===== src/rtl/alu_seq_ctrl_pkg.sv =====
// Shared definitions for the ALU sequencer: datapath widths, the ALU
// operation code set, the controller state encoding and small code
// classification helpers used by the FSM.
package alu_seq_ctrl_pkg;

    localparam int LEN_DATA     = 64;
    localparam int LEN_TYPE_ALU = 4;

    typedef logic [LEN_TYPE_ALU-1:0] alu_code_t;

    // ALU operation codes. 1..11 are single-pass ops executed by the ALU
    // itself; 12/13 are sequenced here as two chained ADD64 passes.
    localparam alu_code_t ALU_ADD64  = 4'd1;
    localparam alu_code_t ALU_SUB64  = 4'd2;
    localparam alu_code_t ALU_AND    = 4'd3;
    localparam alu_code_t ALU_OR     = 4'd4;
    localparam alu_code_t ALU_XOR    = 4'd5;
    localparam alu_code_t ALU_NOT    = 4'd6;
    localparam alu_code_t ALU_SHL    = 4'd7;
    localparam alu_code_t ALU_SHR    = 4'd8;
    localparam alu_code_t ALU_SRA    = 4'd9;
    localparam alu_code_t ALU_CMPEQ  = 4'd10;
    localparam alu_code_t ALU_CMPLT  = 4'd11;
    localparam alu_code_t ALU_ADD128 = 4'd12;
    localparam alu_code_t ALU_SUB128 = 4'd13;

    // Highest legal code; 0 and anything above this are rejected.
    localparam alu_code_t ALU_CODE_MAX = 4'd13;

    typedef enum logic [2:0] {
        ST_IDLE     = 3'd0,
        ST_ISSUE_LO = 3'd1,
        ST_WAIT_LO  = 3'd2,
        ST_ISSUE_HI = 3'd3,
        ST_WAIT_HI  = 3'd4,
        ST_RESP     = 3'd5
    } state_e;

    function automatic logic code_is_legal(input alu_code_t code);
        return (code != '0) && (code <= ALU_CODE_MAX);
    endfunction

    function automatic logic code_is_wide(input alu_code_t code);
        return (code == ALU_ADD128) || (code == ALU_SUB128);
    endfunction

endpackage


===== src/rtl/alu_seq_tmo.sv =====
// Watchdog counter for the ALU sequencer.
// Ports:
//   clk, rst  - clock, asynchronous active-low reset
//   clr_i     - synchronous clear to zero (has priority over en_i)
//   en_i      - count one cycle of waiting
//   tc_o      - terminal count: counter holds TIMEOUT-1
module alu_seq_tmo #(
    parameter int TIMEOUT = 64,
    parameter int LEN_TMO = 7
) (
    input  logic clk,
    input  logic rst,
    input  logic clr_i,
    input  logic en_i,
    output logic tc_o
);

    logic [LEN_TMO-1:0] count_q, count_d;

    assign tc_o = (count_q == LEN_TMO'(TIMEOUT - 1));

    // NOTE: every signal assigned in always_comb gets a default first, so no
    // path through the block can leave it unassigned and infer a latch.
    always_comb begin
        count_d = count_q;
        if (clr_i) begin
            count_d = '0;
        end else if (en_i && !tc_o) begin
            // Saturate at terminal count; the FSM leaves the wait state then.
            count_d = count_q + LEN_TMO'(1);
        end
    end

    // NOTE: sequential state is updated with non-blocking assignments so all
    // registers sample their inputs from the same pre-edge values.
    always_ff @(posedge clk or negedge rst) begin
        if (!rst) begin
            count_q <= '0;
        end else begin
            count_q <= count_d;
        end
    end

endmodule


===== src/rtl/alu_seq_ctrl.sv =====
// Sequencer between the issue stage and the 64-bit ALU. Accepts one op per
// req handshake, issues one or two ALU passes (ADD128/SUB128 are two chained
// ADD64 passes with carry forwarding), guards each wait with a watchdog and
// returns a buffered 128-bit result on the rsp handshake.
// Ports:
//   clk, rst                     - clock, asynchronous active-low reset
//   req_valid/ready/code/a/b/cin - request handshake and operands
//   alu_en/code/a/b/cin          - ALU issue interface (alu_en is a 1-cycle strobe)
//   alu_result/cout/rdy          - ALU completion (alu_rdy is a 1-cycle pulse)
//   rsp_valid/ready/data/cout/err- response handshake and result
module alu_seq_ctrl
    import alu_seq_ctrl_pkg::*;
#(
    parameter int TIMEOUT = 64,
    parameter int LEN_TMO = 7
) (
    input  logic                      clk,
    input  logic                      rst,
    input  logic                      req_valid,
    output logic                      req_ready,
    input  logic [LEN_TYPE_ALU-1:0]   req_code,
    input  logic [2*LEN_DATA-1:0]     req_a,
    input  logic [2*LEN_DATA-1:0]     req_b,
    input  logic                      req_cin,
    output logic                      alu_en,
    output logic [LEN_TYPE_ALU-1:0]   alu_code,
    output logic [LEN_DATA-1:0]       alu_a,
    output logic [LEN_DATA-1:0]       alu_b,
    output logic                      alu_cin,
    input  logic [LEN_DATA-1:0]       alu_result,
    input  logic                      alu_cout,
    input  logic                      alu_rdy,
    output logic                      rsp_valid,
    input  logic                      rsp_ready,
    output logic [2*LEN_DATA-1:0]     rsp_data,
    output logic                      rsp_cout,
    output logic                      rsp_err
);

    state_e                state_q, state_d;
    alu_code_t             code_q, code_d;
    logic [LEN_DATA-1:0]   a_hi_q, a_hi_d, b_hi_q, b_hi_d;
    logic                  alu_en_q, alu_en_d;
    alu_code_t             alu_code_q, alu_code_d;
    logic [LEN_DATA-1:0]   alu_a_q, alu_a_d, alu_b_q, alu_b_d;
    logic                  alu_cin_q, alu_cin_d;
    logic [LEN_DATA-1:0]   rsp_lo_q, rsp_lo_d, rsp_hi_q, rsp_hi_d;
    logic                  rsp_cout_q, rsp_cout_d, rsp_err_q, rsp_err_d;
    logic                  waiting, tmo_tc;

    assign waiting = (state_q == ST_WAIT_LO) || (state_q == ST_WAIT_HI);

    // Counter runs only while waiting, so it is cleared by every ISSUE state.
    alu_seq_tmo #(
        .TIMEOUT (TIMEOUT),
        .LEN_TMO (LEN_TMO)
    ) u_tmo (
        .clk   (clk),
        .rst   (rst),
        .clr_i (!waiting),
        .en_i  (waiting),
        .tc_o  (tmo_tc)
    );

    assign req_ready = (state_q == ST_IDLE);
    assign rsp_valid = (state_q == ST_RESP);
    assign alu_en    = alu_en_q;
    assign alu_code  = alu_code_q;
    assign alu_a     = alu_a_q;
    assign alu_b     = alu_b_q;
    assign alu_cin   = alu_cin_q;
    assign rsp_data  = {rsp_hi_q, rsp_lo_q};
    assign rsp_cout  = rsp_cout_q;
    assign rsp_err   = rsp_err_q;

    always_comb begin
        state_d    = state_q;
        code_d     = code_q;
        a_hi_d     = a_hi_q;
        b_hi_d     = b_hi_q;
        alu_en_d   = 1'b0;
        alu_code_d = alu_code_q;
        alu_a_d    = alu_a_q;
        alu_b_d    = alu_b_q;
        alu_cin_d  = alu_cin_q;
        rsp_lo_d   = rsp_lo_q;
        rsp_hi_d   = rsp_hi_q;
        rsp_cout_d = rsp_cout_q;
        rsp_err_d  = rsp_err_q;

        case (state_q)
            ST_IDLE: begin
                if (req_valid) begin
                    code_d     = req_code;
                    a_hi_d     = req_a[2*LEN_DATA-1:LEN_DATA];
                    b_hi_d     = req_b[2*LEN_DATA-1:LEN_DATA];
                    rsp_lo_d   = '0;
                    rsp_hi_d   = '0;
                    rsp_cout_d = 1'b0;
                    rsp_err_d  = 1'b0;
                    if (code_is_legal(req_code)) begin
                        // Low-half operands are registered straight onto the
                        // ALU bus; they double as the latched low operands.
                        state_d  = ST_ISSUE_LO;
                        alu_en_d = 1'b1;
                        alu_a_d  = req_a[LEN_DATA-1:0];
                        if (req_code == ALU_SUB128) begin
                            // a - b == a + ~b + 1, done on the ADD64 path.
                            alu_code_d = ALU_ADD64;
                            alu_b_d    = ~req_b[LEN_DATA-1:0];
                            alu_cin_d  = 1'b1;
                        end else begin
                            alu_code_d = (req_code == ALU_ADD128) ? ALU_ADD64 : req_code;
                            alu_b_d    = req_b[LEN_DATA-1:0];
                            alu_cin_d  = req_cin;
                        end
                    end else begin
                        state_d   = ST_RESP;
                        rsp_err_d = 1'b1;
                    end
                end
            end
            ST_ISSUE_LO: state_d = ST_WAIT_LO;
            ST_WAIT_LO: begin
                // A completion in the terminal-count cycle still wins.
                if (alu_rdy) begin
                    rsp_lo_d   = alu_result;
                    rsp_cout_d = alu_cout;
                    if (code_is_wide(code_q)) begin
                        state_d    = ST_ISSUE_HI;
                        alu_en_d   = 1'b1;
                        alu_code_d = ALU_ADD64;
                        alu_a_d    = a_hi_q;
                        alu_b_d    = (code_q == ALU_SUB128) ? ~b_hi_q : b_hi_q;
                        alu_cin_d  = alu_cout;
                    end else begin
                        state_d = ST_RESP;
                    end
                end else if (tmo_tc) begin
                    state_d   = ST_RESP;
                    rsp_err_d = 1'b1;
                end
            end
            ST_ISSUE_HI: state_d = ST_WAIT_HI;
            ST_WAIT_HI: begin
                if (alu_rdy) begin
                    rsp_hi_d   = alu_result;
                    rsp_cout_d = alu_cout;
                    state_d    = ST_RESP;
                end else if (tmo_tc) begin
                    state_d   = ST_RESP;
                    rsp_err_d = 1'b1;
                end
            end
            ST_RESP: begin
                if (rsp_ready) begin
                    state_d = ST_IDLE;
                end
            end
            default: state_d = ST_IDLE;
        endcase
    end

    always_ff @(posedge clk or negedge rst) begin
        if (!rst) begin
            state_q    <= ST_IDLE;
            code_q     <= '0;
            a_hi_q     <= '0;
            b_hi_q     <= '0;
            alu_en_q   <= 1'b0;
            alu_code_q <= '0;
            alu_a_q    <= '0;
            alu_b_q    <= '0;
            alu_cin_q  <= 1'b0;
            rsp_lo_q   <= '0;
            rsp_hi_q   <= '0;
            rsp_cout_q <= 1'b0;
            rsp_err_q  <= 1'b0;
        end else begin
            state_q    <= state_d;
            code_q     <= code_d;
            a_hi_q     <= a_hi_d;
            b_hi_q     <= b_hi_d;
            alu_en_q   <= alu_en_d;
            alu_code_q <= alu_code_d;
            alu_a_q    <= alu_a_d;
            alu_b_q    <= alu_b_d;
            alu_cin_q  <= alu_cin_d;
            rsp_lo_q   <= rsp_lo_d;
            rsp_hi_q   <= rsp_hi_d;
            rsp_cout_q <= rsp_cout_d;
            rsp_err_q  <= rsp_err_d;
        end
    end

endmodule


===== config.mk =====
export PLATFORM = sky130hd
export DESIGN_NAME = alu_seq_ctrl
export DESIGN_NICKNAME = d
export VERILOG_FILES = /design/src/rtl/alu_seq_ctrl_pkg.sv /design/src/rtl/alu_seq_tmo.sv /design/src/rtl/alu_seq_ctrl.sv
export SDC_FILE = /design/constraint.sdc
export NUM_CORES = 1
export LEC_CHECK = 0
export CELL_PAD_IN_SITES_DETAIL_PLACEMENT = 0
export CELL_PAD_IN_SITES_GLOBAL_PLACEMENT = 1
export CORE_MARGIN = 2
export CORE_UTILIZATION = 31
export CTS_CLUSTER_DIAMETER = 100
export CTS_CLUSTER_SIZE = 25
export DETAILED_ROUTE_END_ITERATION = 7
export GPL_TIMING_DRIVEN = 1
export PLACE_DENSITY_LB_ADDON = 0.1
export SLEW_MARGIN = 25
export SYNTH_ARGS = -nofsm -noshare
export SYNTH_HDL_FRONTEND = slang
export SYNTH_SLANG_ARGS = --single-unit
export TNS_END_PERCENT = 50

===== constraint.sdc =====
create_clock -name clk -period 2 [get_ports clk]
set_input_delay 0.2 -clock clk [delete_from_list [all_inputs] [get_ports clk]]
set_output_delay 0.2 -clock clk [all_outputs]
set_load 0.005 [all_outputs]

; ---- Word level (Yosys, flattened, before mapping)
; Index checks and enable logic that the tools add are counted.
[totals]
ff_bits = 406
elab_cells = 108
in_bits = 331
out_inout_bits = 266
[op_classes]
mux = 52
order_cmp = 1
n_reduce_logical = 18
add_sub_neg = 1
bitwise = 2
eq_ne = 20
[ops]
columns = op, count
row1 = 2-to-1 mux 64 bit, 12
row2 = case mux 64 bit (2 select lines), 4
row3 = inverter 64 bit, 2
row4 = 2-to-1 mux 4 bit, 6
row5 = 2-to-1 mux 3 bit, 7
row6 = case mux 3 bit (6 select lines), 1
row7 = "== test 4 bit, second input constant", 4
row8 = 2-to-1 mux 1 bit, 15
row9 = 2-to-1 mux 7 bit, 2
row10 = "!= test 2 x 1 -> 1 bit, second input constant", 5
row11 = "!= test 2 bit, second input constant", 5
row12 = AND reduction 3 bit, 3
row13 = case mux 1 bit (2 select lines), 4
row14 = case mux 4 bit (2 select lines), 1
row15 = "adder 7 x 1 -> 7 bit, second input constant", 1
row16 = "== test 7 x 6 -> 1 bit, second input constant", 1
row17 = "== test 3 x 2 -> 1 bit, second input constant", 2
row18 = "== test 3 bit, second input constant", 2
row19 = nonzero test 2 bit, 3
row20 = AND reduction 5 bit, 1
row21 = "less-or-equal comparator 4 bit, second input constant", 1
row22 = AND reduction 2 bit, 2
row23 = AND reduction 4 bit, 1
row24 = nonzero test 4 bit, 1
row25 = other kinds (6), 8

; ---- Longest topological paths before layout
; Gate-level depths: netlist of run 1.
[logic_depth]
depth_word = 6
depth_mapped = 9
mapped_depth_nobuf = 5

; ---- By module
; From an unflattened synthesis of run 1, not the netlist that was laid out.
[unflattened]
cells_unflattened = 1918
area_unflattened_um2 = 18566.6
[by_module_without_submodules]
columns = module, n_inst, cells_per_inst, area_per_inst_um2, seq_area_each_um2
row1 = alu_seq_ctrl, 1, 1876, 18146.2, 9984.6
row2 = alu_seq_tmo, 1, 42, 420.4, 175.2

; ---- Least setup slack after synthesis of run 1
; No wires, ideal clock.
[synth_path]
kind = register to register
from = register state_q[0]
to = register alu_a_q[0] (netlist: alu_a[0])
t_required_ns = 1.873
setup_time_ns = 0.127
stages_incl_launch_ff = 10
period_less_slack_ns = 2.032
t_arrival_ns = 1.904
n_path_buf = 5
setup_slack_ns = -0.032
path_cell_list = dfrtp_1 -> buf_2 -> or3b_1 -> buf_2 -> nor3_2 -> a21o_1 -> buf_4 -> buf_6 -> buf_8 -> mux2_1
[synth_via]
elab_chain_cells = 3
elab_cells_between_ends = 9
classes_between = 5 x eq/ne / 1 x mux / 3 x reduce/logical
[synth_lines]
columns = item, line
row1 = "start, declared", alu_seq_ctrl.sv:40  ; state_e state_q, state_d;
row2 = "start signal, assigned", alu_seq_ctrl.sv:180  ; state_q <= state_d;
row3 = == test 3 x 2 -> 1 bit / logical NOT 3 bit (equally long branches), alu_seq_ctrl.sv:91  ; case (state_q)
row4 = "!= test 2 x 1 -> 1 bit (no line), or another cell as far along", n/a
row5 = AND reduction 5 bit (no line), n/a
row6 = "end signal, assigned", alu_seq_ctrl.sv:186  ; alu_a_q <= alu_a_d;
row7 = "end, declared", alu_seq_ctrl.sv:45  ; logic [LEN_DATA-1:0] alu_a_q, alu_a_d, alu_b_q, alu_b_d;
; Parallel ways exist; a longest one is shown, timed or not.
; A chain may end at the register's enable or synchronous reset.

; ---- Final worst setup path of run 1
[layout_path]
from = register state_q[0]
to = register alu_a_q[47] (netlist: alu_a[47])
; Same word-level chain as after synthesis.

==> results of run 1 <==
-- cells in the final DEF, fill, tap and decap left out, types with 3 or more instances in the layout --
| cell type | n |
|---|---|
| sky130_fd_sc_hd__o21ai_0 | 135 |
| sky130_fd_sc_hd__dfrtp_1 | 406 |
| sky130_fd_sc_hd__buf_16 | 3 |
| sky130_fd_sc_hd__clkinv_8 | 6 |
| sky130_fd_sc_hd__mux2_1 | 40 |
| sky130_fd_sc_hd__mux2i_1 | 66 |
| sky130_fd_sc_hd__inv_1 | 7 |
| sky130_fd_sc_hd__clkdlybuf4s50_1 | 593 |
| sky130_fd_sc_hd__nor3_1 | 3 |
| sky130_fd_sc_hd__xor2_1 | 130 |
| sky130_fd_sc_hd__mux2_2 | 66 |
| sky130_fd_sc_hd__inv_8 | 3 |
| sky130_fd_sc_hd__a21oi_1 | 5 |
| sky130_fd_sc_hd__diode_2 | 5 |
| sky130_fd_sc_hd__mux2_4 | 24 |
| sky130_fd_sc_hd__buf_4 | 41 |
| sky130_fd_sc_hd__nand2_1 | 845 |
| sky130_fd_sc_hd__clkbuf_16 | 28 |
| sky130_fd_sc_hd__buf_12 | 32 |
| sky130_fd_sc_hd__nor2_1 | 7 |
-- sequential cells by signal, summed over array words and instances (netlist names), 3 cells and up --
name	flops
a_hi_q	64
b_hi_q	64
alu_a	64
state_q	3
rsp_hi_q	64
alu_b	64
u_tmo.count_q	7
rsp_lo_q	64
alu_code	4
code_q	4
-- final cells by class --
type                            instances  area [um^2]
Timing Repair Buffer                  679         7129
Antenna cell                            5        12.51
Clock buffer                           26        628.1
Multi-Input combinational cell       1359         7632
Clock inverter                         14        191.4
Sequential cell                       406        10160
Tap cell                              773        967.2
Inverter                                7        26.28
Fill cell                            5644        31940
-- repair_timing --
item | CTS | global route
gates resized for setup | 6 | 29
gates cloned | 0 | 5
hold endpoints to repair | 145 | 0
buffers inserted | 0 | 4
pin swaps | 0 | 0
endpoints found under the setup margin | 51 | 110
hold buffers | 1 | 0
-- metrics by stage --
stage / utilization / total power, mW
after floorplan: - / 21.09
after global placement: 0.4368 / 30.07
after detailed placement: 0.4368 / 30.37
after CTS: 0.4512 / 36.27
after global routing: 0.4557 / 38.86
final: 0.4558 / 36.22
-- worst paths after layout --
| path | end | cells past startpoint | from | slack, ns |
|---|---|---|---|---|
| max | alu_a[47] | 6 | state_q[0] | 0.008 |
| min | b_hi_q[52] | 3 | req_b[116] | 0.12 |
| max reg2reg | alu_a[47] | 6 | state_q[0] | 0.008 |
| min reg2reg | rsp_hi_q[5] | 2 | rsp_hi_q[5] | 0.48 |
| max in group asynchronous | a_hi_q[13] | 4 | rst | 1.02 |
| min in group asynchronous | a_hi_q[43] | 2 | rst | 0.14 |
-- critical path: stages, from the launching register on --
cell,delay (ns)
sky130_fd_sc_hd__dfrtp_1,0.42
sky130_fd_sc_hd__or3b_4,0.43
sky130_fd_sc_hd__nor3_4,0.15
sky130_fd_sc_hd__a21o_4,0.13
sky130_fd_sc_hd__buf_12,0.17
sky130_fd_sc_hd__clkbuf_16,0.23
sky130_fd_sc_hd__mux2_1,0.33
-- kinds of logic after synthesis --
family	synth area share
muxes	0.1161
adders and majority gates	0.0006839
buffers and inverters	0.03591
xor gates and xnor gates	0.06320
AOI/OAI and AO/OA	0.04542
and+or+nand+nor	0.1832
DFF	0.5554
-- layer usage --
layer / vias up / GRT usage / wire (um)
li1: 7193 / - / -
met1: 7194 / 0.2574 / 27080
met2: 357 / 0.3279 / 30800
met3: 95 / 0.05275 / 4265
met4: 20 / 0.06875 / 1978
met5: - / 0 / 134
-- power breakdown --
group | switching (mW) | internal (mW)
logic | 7.49 | 8.90
registers | 2.19 | 11.9
clock network | 3.18 | 2.53
==> impl_metrics.sql, run 1 <==
INSERT INTO impl_metrics (metric_group, metric, value, unit) VALUES
('global_routing', 'first_global_vias', '15250', ''),
('floorplanning', 'die_width', '246.9', 'um'),
('yosys', 'synth.area.top_cells', 'sky130_fd_sc_hd__dfrtp_1 56%, sky130_fd_sc_hd__nand2_1 17%, sky130_fd_sc_hd__xor2_1 6.2%', ''),
('yosys', 'syn-cell-area', '18290', 'um^2'),
('layout', 'area_grow_syn2layout', '46.22', '%'),
('detailed_routing', 'routedWlPerCell', '19.66', 'um'),
('place', 'detailed_place_hpwl', '45.02', 'mm'),
('power_and_ir_drop', 'leakage', '12.18', 'nW'),
('global_routing', 'grt_first_pass_wirelength', '94.25', 'mm'),
('worst_hold_path', 'hold_path.class', 'primary input to register', ''),
('detailed_routing', 'drt_iter0_markers', '675', ''),
('global_routing', 'groute.usage.overall', '0.2009', ''),
('detailed_routing', 'drt_wirelength', '64.26', 'mm'),
('sta', 'fin_tns_setup', '0', 'ns'),
('clock_tree', 'clk_latency', '0.60', 'ns'),
('clock_tree', 'clkTransAtPathRegs', '0.10', 'ns'),
('yosys', 'synth-seq-cells', '406', ''),
('yosys', 'ys_async_sr_fraction', '1.000', ''),
('sta', 'max-slew-margin-rel', '0.5314', ''),
('critical_path', 'worst_setup_path_end_kind', 'register', ''),
('clock_tree', 'clock_tree_from_tritoncts', 'done', ''),
('layout', 'final_design_area_no_fill', '26750', 'um^2'),
('layout', 'final_net_count', '2809', ''),
('yosys', 'yosysMostFrequentCell', 'sky130_fd_sc_hd__nand2_1', ''),
('critical_path', 'cp_data_required_time', '2.46', 'ns'),
('yosys', 'synth_largest_area_cell', 'sky130_fd_sc_hd__dfrtp_1', ''),
('sta', 'final_max_slew_viol_count', '0', ''),
('clock_tree', 'cts.path.max_buffers', '3', ''),
('sta', 'finalWorstSetupSlack', '0.008205', 'ns'),
('critical_path', 'crit_type', 'register to register', ''),
('sta', 'final_setup_violation_count', '0', ''),
('detailed_routing', 'pre_antenna_drt_iters', '5', ''),
('place', 'place.port_buffers', '596', ''),
('sta', 'finalHoldViolations', '0', ''),
('yosys', 'postSynthAreaPerCell', '9.623', 'um^2'),
('job', 'max-cap-violations', '0', ''),
('place', 'numPlacedInstances', '3214', ''),
('floorplanning', 'std_cell_rows', '89', ''),
('yosys', 'yosys_warnings', '0', ''),
('place', 'cell_area_placed', '25630', 'um^2'),
('yosys', 'synth_edf_count', '0', ''),
('sta', 'timing.final.crit_period', '1.992', 'ns'),
('layout', 'drive_gt1_frac', '0.08992', ''),
('yosys', 'synth_fp_nets', '2233', ''),
('place', 'preCtsSetupSlack', '-0.2440', 'ns'),
('sta', 'clock_skew', '0.03160', 'ns'),
('detailed_routing', 'vias', '14860', ''),
('yosys', 'yosysSeqAreaShare', '0.5554', ''),
('detailed_routing', 'antenna_violating_nets_post_route', '0', ''),
('sta', 'max_slew.worst_pin.slew', '0.7029', 'ns'),
('sta', 'post-route-period-util', '0.9959', ''),
('power_and_ir_drop', 'peakVddDrop', '0.0008277', 'V'),
('place', 'routabilityCongestion', '0.8142', ''),
('floorplanning', 'core_area', '58690', 'um^2'),
('floorplanning', 'starting_density', '0.3117', ''),
('critical_path', 'crit_path_start_kind', 'register', ''),
('clock_tree', 'ctsRootBufferMaster', 'sky130_fd_sc_hd__clkbuf_16', ''),
('floorplanning', 'die-area', '60970', 'um^2'),
('yosys', 'synth_cell_type_count', '42', ''),
('global_routing', 'grt_max_degree', '92', ''),
('run_status', 'run_status', 'finished, final reports clean', ''),
('global_routing', 'grt_remaining_overflow', '0', ''),
('sta', 'rsz0062_at_grt', 'true', ''),
('floorplanning', 'design.portCount', '597', ''),
('yosys', 'post_synth_inst_count', '1901', ''),
('global_routing', 'antenna_violations_before_repair', '14', ''),
('yosys', 'postSynth.topFlopCell', 'sky130_fd_sc_hd__dfrtp_1', ''),
('detailed_routing', 'vias_per_cell', '4.545', ''),
('clock_tree', 'clock_sink_count', '406', ''),
('power_and_ir_drop', 'pwrdens', '1354', 'nW/um^2'),
('clock_tree', 'cts_htree_levels', '1', ''),
('yosys', 'netlist.area_leader.share', '0.5554', ''),
('sta', 'whs', '0.1185', 'ns'),
('floorplanning', 'dieHeight', '246.9', 'um'),
('critical_path', 'critical_path_arrival', '2.45', 'ns'),
('clock_tree', 'numCtsBuffers', '24', ''),
('critical_path', 'worstPathMaxFanout', '16', ''),
('detailed_routing', 'post-route-drc-count', '0', ''),
('yosys', 'post_synth_most_frequent_cells', '846 x sky130_fd_sc_hd__nand2_1, 406 x sky130_fd_sc_hd__dfrtp_1, 135 x sky130_fd_sc_hd__o21ai_0, 130 x sky130_fd_sc_hd__xor2_1, 70 x sky130_fd_sc_hd__mux2_2', ''),
('layout', 'non_filler_cells_in_the_finished_layout', '3269', ''),
('sta', 'fmax', '502.1', 'MHz');
Power figures use the tool's default switching activity.
==> inputs of run 2 (changes only) <==
CORE_UTILIZATION = 35   (was 31)
clock period = 2.2 ns   (was 2 ns; I/O delays follow)
==> impl_metrics.sql, run 2 (synthesis gave the netlist of run 1 again) <==
INSERT INTO impl_metrics (metric_group, metric, value, unit) VALUES
('run_status', 'run_status', 'finished, final reports clean', ''),
('critical_path', 'reg2reg_from', 'state_q[2]', ''),
('clock_tree', 'clock_sink_count', '406', ''),
('clock_tree', 'cts.path.max_buffers', '3', ''),
('global_routing', 'grt_first_pass_wirelength', '91.86', 'mm'),
('global_routing', 'grt_util_met1', '0.2681', ''),
('clock_tree', 'ctsRootBufferMaster', 'sky130_fd_sc_hd__clkbuf_16', ''),
('critical_path', 'cp_data_required_time', '2.66', 'ns'),
('sta', 'clock_skew', '0.02524', 'ns'),
('layout', 'final_net_count', '2779', ''),
('floorplanning', 'die_width', '232.6', 'um'),
('sta', 'final_setup_violation_count', '0', ''),
('clock_tree', 'cts_htree_levels', '1', ''),
('sta', 'max-slew-margin-rel', '0.3976', ''),
('detailed_routing', 'pre_antenna_drt_iters', '4', ''),
('place', 'numPlacedInstances', '3102', ''),
('global_routing', 'grt_remaining_overflow', '0', ''),
('critical_path', 'cpPeakStageDelay', '0.40', 'ns'),
('critical_path', 'crit_path_start_kind', 'register', ''),
('place', 'routabilityCongestion', '0.8443', ''),
('critical_path', 'path_delay_family', 'buffers and inverters', ''),
('critical_path', 'cp_slowest_cell', 'sky130_fd_sc_hd__dfrtp_1', ''),
('floorplanning', 'die-area', '54110', 'um^2'),
('floorplanning', 'core_area', '51510', 'um^2'),
('detailed_routing', 'drt_wirelength', '60.83', 'mm'),
('critical_path', 'rr_worst_depth', '5', ''),
('clock_tree', 'numCtsBuffers', '22', ''),
('critical_path', 'worst_setup_path_end_kind', 'register', ''),
('layout', 'most_common_cell_after_layout_fill_and_taps_aside', 'sky130_fd_sc_hd__nand2_1', ''),
('global_routing', 'met3_usage', '0.06593', ''),
('detailed_routing', 'drt_iter0_markers', '659', ''),
('critical_path', 'crit_type', 'register to register', ''),
('critical_path', 'reg2reg_slack', '0.18', 'ns'),
('detailed_routing', 'vias', '14670', ''),
('layout', 'area_grow_syn2layout', '41.87', '%'),
('layout', 'nFillCells', '4914', ''),
('sta', 'final_max_slew_viol_count', '0', ''),
('detailed_routing', 'antenna_violating_nets_post_route', '0', ''),
('clock_tree', 'post_cts_setup_buffer_count', '0', ''),
('global_routing', 'antenna_violations_before_repair', '21', ''),
('detailed_routing', 'post-route-drc-count', '0', ''),
('sta', 'finalHoldViolations', '0', ''),
('floorplanning', 'starting_density', '0.3551', ''),
('power_and_ir_drop', 'power', '31.58', 'mW'),
('job', 'max-cap-violations', '0', ''),
('global_routing', 'groute.usage.overall', '0.2206', ''),
('floorplanning', 'dieHeight', '232.6', 'um'),
('power_and_ir_drop', 'peakVddDrop', '0.0007263', 'V'),
('critical_path', 'critical_path.most_common_cell', 'sky130_fd_sc_hd__buf_4', ''),
('sta', 'rsz0062_at_grt', 'false', ''),
('sta', 'fmax', '494.1', 'MHz'),
('critical_path', 'critical_path_arrival', '2.49', 'ns'),
('global_routing', 'gr-usage-met2', '0.3744', ''),
('layout', 'layout.cells.most_common_list', '845 x sky130_fd_sc_hd__nand2_1, 593 x sky130_fd_sc_hd__clkdlybuf4s50_1, 406 x sky130_fd_sc_hd__dfrtp_1', ''),
('sta', 'max_slew.worst_pin.slew', '0.9035', 'ns'),
('detailed_routing', 'vias_per_cell', '4.659', ''),
('sta', 'post-route-period-util', '0.9199', ''),
('global_routing', 'first_global_vias', '15140', ''),
('critical_path', 'worst_r2r_endpoint', 'alu_b[47]', ''),
('critical_path', 'cp_num_buf_inv', '2', ''),
('floorplanning', 'design.portCount', '597', ''),
('place', 'place.port_buffers', '596', ''),
('power_and_ir_drop', 'pwrdens', '1217', 'nW/um^2'),
('power_and_ir_drop', 'leakage', '11.80', 'nW'),
('floorplanning', 'std_cell_rows', '83', ''),
('critical_path', 'worstPathMaxFanout', '21', ''),
('sta', 'timing.final.crit_period', '2.024', 'ns'),
('critical_path', 'cp-startpoint', 'state_q[2]', ''),
('critical_path', 'worstSetupPathDepth', '5', ''),
('global_routing', 'grt_max_degree', '133', ''),
('critical_path', 'timing.critical_path.cells', 'buf_4 > nor4b_4 > a21o_4 > buf_4 > mux2_2', ''),
('detailed_routing', 'routedWlPerCell', '19.32', 'um'),
('place', 'detailed_place_hpwl', '42.77', 'mm'),
('clock_tree', 'clk_latency', '0.57', 'ns'),
('layout', 'non_filler_cells_in_the_finished_layout', '3148', ''),
('critical_path', 'cp-endpoint', 'alu_b[47]', ''),
('clock_tree', 'clock_tree_from_tritoncts', 'done', ''),
('worst_hold_path', 'hold_path.class', 'primary input to asynchronous set/reset pin', ''),
('clock_tree', 'clkTransAtPathRegs', '0.11', 'ns'),
('global_routing', 'busiest_layer', 'met2', ''),
('layout', 'drive_gt1_frac', '0.06805', '');
## run 2: how the worst min path moves through the flow
stage                 end  slack, ns  cells after the start       start
2_1_floorplan   a_hi_q[0]      -0.08                      0         rst
3_3_place_gp   a_hi_q[58]       0.19                      1         rst
3_5_place_dp   a_hi_q[58]       0.19                      1         rst
4_1_cts        b_hi_q[12]       0.13                      3   req_b[76]
5_1_grt        b_hi_q[43]       0.15                      3  req_b[107]
6_report       a_hi_q[58]       0.16                      2         rst
## run 2: layer usage
metal  routed length, um  up-vias
li1                    -     7140
met1               24730     7050
met2               29450      377
met3                4688       85
met4                1886       14
met5                  75        -
## run 2: through the flow
step	hold slack (ns)	util	setup slack, ns	setup TNS, ns	cell area, um^2
6_report	0.1636	0.5038	0.1762	0	25950
5_1_grt	0.1467	0.5036	0.08003	0	25940
4_1_cts	0.1313	0.5031	0.1403	0	25920
3_5_place_dp	0.1880	0.4897	-0.1418	-5.841	25220
3_3_place_gp	0.1868	0.4897	-0.1060	-3.307	25220
2_1_floorplan	-0.07559	-	0.1683	0	18290
## run 2: repair_timing
item | 4_1_cts | 5_1_grt
gates resized for setup | 3 | 0
hold endpoints to repair | 121 | 0
hold buffers | 1 | 0
setup endpoints to repair | 2 | 0
## run 2: where the power goes
group / switching (mW) / leakage (nW) / internal, mW
Clock: 2.72 / 0.327 / 2.00
Sequential: 1.87 / 5.11 / 10.8
Combinational: 6.60 / 6.37 / 7.55
Total: 11.2 / 11.8 / 20.4
## run 2: final cells by class
cell class / instances / area (um^2) / area share
diodes: 14 / 35.03 / 0.001350
clock buffers: 24 / 589.3 / 0.02271
clock inverters: 7 / 90.09 / 0.003471
inverters: 7 / 26.28 / 0.001012
multi-input cells: 1359 / 7541 / 0.2906
flip-flops and latches: 406 / 10160 / 0.3915
well taps: 680 / 850.8 / 0.03279
repair buffers: 651 / 6659 / 0.2566
